==> src/rtl/instruction_fetch.sv <==
// instruction_fetch: PC generation and IF/ID pipeline register for a single-issue core.
// Holds the PC and issues it as a combinational instruction-memory address. Each
// cycle it either loads the fetched word into IF/ID, holds, or inserts a bubble.
// A two-state RUN/HALT FSM stops fetching on a decoder halt request or a
// misaligned branch redirect. Only rst leaves HALT.
// Optional feature: define IF_PERF_CNT_EN to add the fetch_count and bubble_count
// performance counters.
module instruction_fetch #(
  parameter logic [63:0] RESET_PC  = 64'h0,
  parameter logic [31:0] NOP_INSTR = 32'h00000013
) (
  input  logic        clk,
  input  logic        rst,
  output logic [63:0] imem_addr,
  input  logic [31:0] imem_rdata,
  input  logic        stall,
  input  logic        branch_taken,
  input  logic [63:0] branch_target,
  input  logic        halt_req,
  output logic [63:0] if_id_pc,
  output logic [31:0] if_id_instr,
  output logic        if_id_valid,
  output logic        halted,
  output logic        fault
`ifdef IF_PERF_CNT_EN
  ,
  output logic [31:0] fetch_count,
  output logic [31:0] bubble_count
`endif
);

  typedef enum logic {
    RUN  = 1'b0,
    HALT = 1'b1
  } state_t;

  // Sequential next PC. Addition wraps modulo 2^64 with no carry out.
  function automatic logic [63:0] pc_inc(input logic [63:0] pc);
    return pc + 64'd4;
  endfunction

  // Instructions are word aligned, so a redirect with nonzero low bits is illegal.
  function automatic logic is_misaligned(input logic [63:0] addr);
    return addr[1:0] != 2'b00;
  endfunction

  state_t      state_p0;
  state_t      state_nxt;
  logic [63:0] pc_p0;
  logic [63:0] pc_nxt;
  logic        fault_p0;
  logic        set_fault;
  logic        load_instr;
  logic        load_bubble;

  logic [63:0] if_id_pc_p1;
  logic [31:0] if_id_instr_p1;
  logic        vld_p1;

  // Next-state, next-PC and IF/ID load decode. Priority is branch, then halt_req, then stall.
  always_comb begin
    state_nxt   = state_p0;
    pc_nxt      = pc_p0;
    set_fault   = 1'b0;
    load_instr  = 1'b0;
    load_bubble = 1'b0;
    case (state_p0)
      RUN: begin
        if (branch_taken) begin
          load_bubble = 1'b1;
          if (is_misaligned(branch_target)) begin
            set_fault = 1'b1;
            state_nxt = HALT;
          end else begin
            pc_nxt = branch_target;
          end
        end else if (halt_req) begin
          load_bubble = 1'b1;
          state_nxt   = HALT;
        end else if (!stall) begin
          load_instr = 1'b1;
          pc_nxt     = pc_inc(pc_p0);
        end
      end
      HALT: begin
        // All inputs are ignored until reset.
        state_nxt = HALT;
      end
      default: begin
        state_nxt = HALT;
      end
    endcase
  end

  // ---- stage p0: FSM state, sticky fault and PC register ----
  // Control state update; reset wins over every other input.
  always_ff @(posedge clk) begin
    if (rst) begin
      state_p0 <= RUN;
      fault_p0 <= 1'b0;
      pc_p0    <= RESET_PC;
    end else begin
      state_p0 <= state_nxt;
      fault_p0 <= fault_p0 | set_fault;
      pc_p0    <= pc_nxt;
    end
  end

  // ---- stage p1: IF/ID pipeline register ----
  // Load a fetched word or a bubble. Otherwise hold, which covers stall and HALT.
  always_ff @(posedge clk) begin
    if (rst) begin
      if_id_pc_p1    <= 64'h0;
      if_id_instr_p1 <= NOP_INSTR;
      vld_p1         <= 1'b0;
    end else if (load_instr) begin
      if_id_pc_p1    <= pc_p0;
      if_id_instr_p1 <= imem_rdata;
      vld_p1         <= 1'b1;
    end else if (load_bubble) begin
      if_id_pc_p1    <= pc_p0;
      if_id_instr_p1 <= NOP_INSTR;
      vld_p1         <= 1'b0;
    end
  end

`ifdef IF_PERF_CNT_EN
  logic [31:0] fetch_cnt_p1;
  logic [31:0] bubble_cnt_p1;

  // Count IF/ID loads by kind. Counters wrap modulo 2^32, and hold edges count neither.
  always_ff @(posedge clk) begin
    if (rst) begin
      fetch_cnt_p1  <= 32'h0;
      bubble_cnt_p1 <= 32'h0;
    end else begin
      if (load_instr)  fetch_cnt_p1  <= fetch_cnt_p1 + 32'd1;
      if (load_bubble) bubble_cnt_p1 <= bubble_cnt_p1 + 32'd1;
    end
  end

  assign fetch_count  = fetch_cnt_p1;
  assign bubble_count = bubble_cnt_p1;
`endif

  assign imem_addr   = pc_p0;
  assign if_id_pc    = if_id_pc_p1;
  assign if_id_instr = if_id_instr_p1;
  assign if_id_valid = vld_p1;
  assign halted      = (state_p0 == HALT);
  assign fault       = fault_p0;

endmodule

==> config.mk <==
export PLATFORM = sky130hd
export DESIGN_NAME = instruction_fetch
export DESIGN_NICKNAME = d
export VERILOG_FILES = /design/src/rtl/instruction_fetch.sv
export SDC_FILE = /design/constraint.sdc
export NUM_CORES = 1
export LEC_CHECK = 0
export ABC_CLOCK_PERIOD_IN_PS = 2400
export CORE_UTILIZATION = 39
export DETAILED_ROUTE_END_ITERATION = 7
export GPL_TIMING_DRIVEN = 0
export PLACE_DENSITY = 0.74
export SKIP_CTS_REPAIR_TIMING = 1
export SYNTH_ARGS = -nofsm -noshare
export SYNTH_HDL_FRONTEND = slang
export SYNTH_SLANG_ARGS = --single-unit
==> constraint.sdc <==
create_clock -name clk -period 2.4 [get_ports clk]
set_clock_uncertainty 0.05 [all_clocks]
set_input_delay 0.48 -clock clk [delete_from_list [all_inputs] [get_ports clk]]
set_output_delay 0.48 -clock clk [all_outputs]
set_load 0.02 [all_outputs]
# Word level (Yosys, flattened, before mapping)

Cells that the tools add are included.

Input port bits: 101
Logic and storage cells: 37
Flip-flop bits (word level): 163

Multiplexer cells: 22
Bitwise logic cells: 2
Add/subtract/negate cells: 1
Reductions and logical operators: 3
Equal/unequal tests: 3

Operator list:

| operator              | count |
|---|---|
| $mux 64               | 6 |
| $add 64x3->64 const B | 1 |
| $mux 32               | 2 |
| $mux 1                | 13 |
| $ne 2x2->1 const B    | 2 |
| $reduce_and 4->1      | 1 |
| $reduce_bool 2->1     | 2 |
| $ne 2x1->1 const B    | 1 |
| $pmux 1 s2            | 1 |
| $not 1->1             | 1 |
| $or 1x1->1            | 1 |

# Logic depth before layout (Yosys ltp)

Word-level depth: 5
Depth in mapped cells: 8
Gate-level depth less buffers: 6

# Least setup slack after synthesis

OpenSTA, ideal clock, no wires.

Path type: register to register
From: register pc_p0[2], in the netlist imem_addr[2]
To: register pc_p0[54], in the netlist imem_addr[54]
Cell stages (with the launch flop): 7
Path slack: 0.139 ns
Required time: 2.276 ns
Setup time: 0.074 ns
Arrival time: 2.137 ns
Path through: dfxtp_1 > ha_1 > nand4_2 > nor3_2 > nand4_1 > or4_1 > a31oi_1

Cells in the longest elaborated chain, start to end: 4

Ends and longest elaborated chain:

| element                  | RTL line | RTL |
|---|---|---|
| start: declaration       | 49       | `logic [63:0] pc_p0;` |
| start signal: assignment | 105      | `pc_p0 <= pc_nxt;` |
| $add 64x3->64            | 39       | `return pc + 64'd4;` |
| $mux 64                  | 80       | `end else if (!stall) begin` |
| $mux 64                  | 77       | `end else if (halt_req) begin` |
| $mux 64                  | 69       | `if (branch_taken) begin` |

Every way passes these cells. The select of a mux whose other input is x is not followed.
A chain may end at the register's enable or synchronous reset.

# Final worst setup path

From: input port branch_taken
To: register pc_p0[20], in the netlist imem_addr[20]

Cells in the longest elaborated chain, start to end: 2

Ends and longest elaborated chain:

| element                                            | RTL line | RTL |
|---|---|---|
| start: declaration                                 | 17       | `input logic branch_taken,` |
| $ne 2x2->1 (no line) or $ne 2x1->1 (tied branches) | -        |  |
| $reduce_and 4->1 (no line)                         | -        |  |

Parallel ways exist; a longest one is shown, timed or not.

==> flow_summary.json <==
{
  "synth_top_area_share_pct": 40.4,
  "drt-initial-drc-count": 894,
  "regArea_sq_um": 3280,
  "synthFlopType": "dfxtp_1",
  "status": "finished clean",
  "path_clk_slew_ns": 0.07,
  "yosysTopAreaCell": "dfxtp_1",
  "final_util_pct": 59.5,
  "hp-class": "flop to flop",
  "setup_viol": 0,
  "finalSetupTns_ns": 0,
  "endpoint_kind": "flop",
  "via_per_inst": 5.91,
  "critPathTopFamily": "buffers and inverters",
  "tightest_slew_ns": 0.920,
  "drv_cap": 0,
  "rows": 52,
  "crit_arrival_ns": 2.67,
  "ios": 264,
  "wl_microns": 33700,
  "firstDrtPassIters": 6,
  "numCtsBuffers": 17,
  "num_vias": 9570,
  "ys_seq_area_share_pct": 40.4,
  "portBuffers": 262,
  "cts.sinks": 163,
  "final_nets": 1438,
  "rsz0062_at_grt": "true",
  "syn-num-nets": 1140,
  "grt_pass1_wl_microns": 50700,
  "fin_crit_ns": 2.38,
  "setup_ws_ns": 0.0161,
  "clkLatencyLatePin_ns": 0.44,
  "grt_use_total_pct": 30.9,
  "dieWidth_microns": 146,
  "cts_tree": "yes",
  "crit_chain": "clkdlybuf4s50_1 > clkbuf_4 > nor3b_4 > o21a_4 > clkbuf_4 > buf_4 > a21oi_1 > a211oi_1",
  "slew_headroom_pct": 38.7,
  "ir_drop_mv": 0.518,
  "overflow": 0,
  "final_cells": 1620,
  "drive_gt1_share_pct": 12.8,
  "ant_nets": 0,
  "synth_top_cells_by_area": "dfxtp_1 40%, nand2_1 9.0%, a21oi_1 7.4%",
  "die_y_microns": 146,
  "path_class": "primary input to flop",
  "fillers": 1851,
  "async_flop_share_pct": 0,
  "grt_pass1_vias": 8848,
  "areaGrowthSynthToFinish_pct": 49.2,
  "cp.buffers_inverters": 4,
  "cts_max_level": 4,
  "synth.cell_area_sq_um": 8070,
  "yosysWarnings": 0,
  "antenna_found_initial": 0,
  "yosysUniqueCellTypes": 71,
  "die_area_sq_um": 21300,
  "multiInputGateArea_sq_um": 4580,
  "cp.required_ns": 2.69,
  "period_share_pct": 99.3,
  "grt_max_degree": 17,
  "syn_area_per_cell_sq_um": 7.77,
  "p_per_area_nw_per_um2": 545,
  "final-max-slew-violation-count": 0,
  "critPathMaxStageDelay_ns": 0.52,
  "synth-edff-count": 0,
  "power.leakage_uw": 0.00419,
  "syn_inst": 1038,
  "crit_path_frequent_cell": "clkbuf_4",
  "fmax_mhz": 419,
  "ys_ff_latch": 163,
  "whs_ns": 0.404,
  "start_util_pct": 39.9,
  "pre_cts_slack_ns": -1.16,
  "dp.cells": 1570,
  "critPathMaxFanout": 10,
  "cp_slowest_cell": "clkdlybuf4s50_1",
  "drc": 0,
  "hpwl_microns": 24500,
  "core_sq_um": 20200,
  "hold_viol": 0,
  "gp_congestion": 0.955,
  "cts.path.max_buffers": 2,
  "wire_per_inst_microns": 20.8,
  "startpoint_type": "primary input",
  "cts_root_buf": "clkbuf_16"
}
-- worst paths after layout --
check	startpoint	to	slack, ns	cells after the start
setup / recovery	branch_taken	imem_addr[20]$_SDFFE_PP0P_	0.02	8
hold / removal	if_id_pc[51]$_SDFFE_PP0P_	if_id_pc[51]$_SDFFE_PP0P_	0.40	2
hold reg to reg	if_id_pc[51]$_SDFFE_PP0P_	if_id_pc[51]$_SDFFE_PP0P_	0.40	2
setup reg to reg	imem_addr[8]$_SDFFE_PP0P_	imem_addr[39]$_SDFFE_PP0P_	0.04	6
-- through the flow --
step / area [sq um] / total power [uW]
floorplan: 8070 / 3380
CTS: 11600 / 6520
finish: 12000 / 6560
global placement: 11000 / 3920
detailed placement: 11000 / 3920
global route: 12000 / 6760
-- layout make-up --
cell class              instances  area share [%]
multi-input cells             776            38.0
well taps                     270            2.81
flip-flops and latches        163            27.2
inverters                      11           0.343
diodes                          1          0.0208
clock inverters                 9           0.603
repair buffers                280            22.9
clock buffers                  23            4.05
plain buffers                  87            4.04
-- worst reg2reg max path, stage by stage, from the launching register on --
cell and delay [ns]:
dfxtp_1 0.50, nand4_1 0.31, nor4_4 0.46, buf_4 0.20, nand4_1 0.13, or4_1 0.43
a41oi_1 0.20
-- cells in the final DEF (no fill, tap or decap), types with 9 or more instances in the layout --
master / instances
clkbuf_4: 13
clkbuf_2: 28
nand4_1: 27
inv_1: 11
and3_1: 25
o211ai_1: 13
o21ai_0: 29
or4_1: 18
dfxtp_2: 12
a22oi_1: 36
clkbuf_1: 29
buf_2: 9
nand2_1: 191
clkbuf_16: 17
a211oi_1: 9
a21oi_1: 119
clkdlybuf4s50_1: 262
nand3_1: 32
dfxtp_1: 151
buf_4: 20
nor2_1: 80
a31oi_1: 23
nor3_1: 17
-- per-layer routing --
| metal | routed length [microns] | up-vias | GRT usage, % |
|---|---|---|---|
| met3 | 3950 | 99 | 9.75 |
| li1 | - | 4392 | - |
| met5 | 0 | - | 0 |
| met1 | 13400 | 4491 | 39.3 |
| met2 | 15000 | 588 | 48.2 |
| met4 | 1280 | 0 | 13.2 |
-- synth_stat cells (all sizes together), types with 5 or more instances --
| master | number |
|---|---|
| nand2 | 193 |
| dfxtp | 163 |
| a21oi | 119 |
| nor2 | 81 |
| clkbuf | 65 |
| nand3 | 42 |
| a22oi | 36 |
| nand4 | 31 |
| o21ai | 31 |
| and3 | 26 |
| nor3 | 25 |
| a31oi | 23 |
| buf | 22 |
| or4 | 19 |
| nor4 | 15 |
| o211ai | 13 |
| inv | 11 |
| and4 | 10 |
| a211oi | 9 |
| and2 | 8 |
| mux2i | 8 |
| o22ai | 7 |
| o32ai | 7 |
| nand2b | 6 |
| or3 | 6 |
| nor2b | 5 |
-- sequential cells by signal, summed over array words and instances, names as in the netlist --
register and cells:
if_id_pc 64, fault 1, if_id_instr 32, if_id_valid 1, imem_addr 64, halted 1
-- cell families after synthesis --
| kind of cell | after synthesis | synth area share, % |
|---|---|---|
| AO/OA/AOI/OAI | 288 | 22.5 |
| adder cells (fa/ha/maj) | 1 | 0.155 |
| buffers and inverters | 99 | 5.57 |
| flip-flops | 163 | 40.4 |
| multiplexers | 10 | 1.27 |
| AND/OR/NAND/NOR | 477 | 30.1 |
-- where the power goes --
group	switching, uW	internal (uW)	leakage [uW]
Clock	1210	1440	0.000258
Sequential	109	2790	0.00133
Combinational	575	443	0.00260
Power figures use the tool's default switching activity.
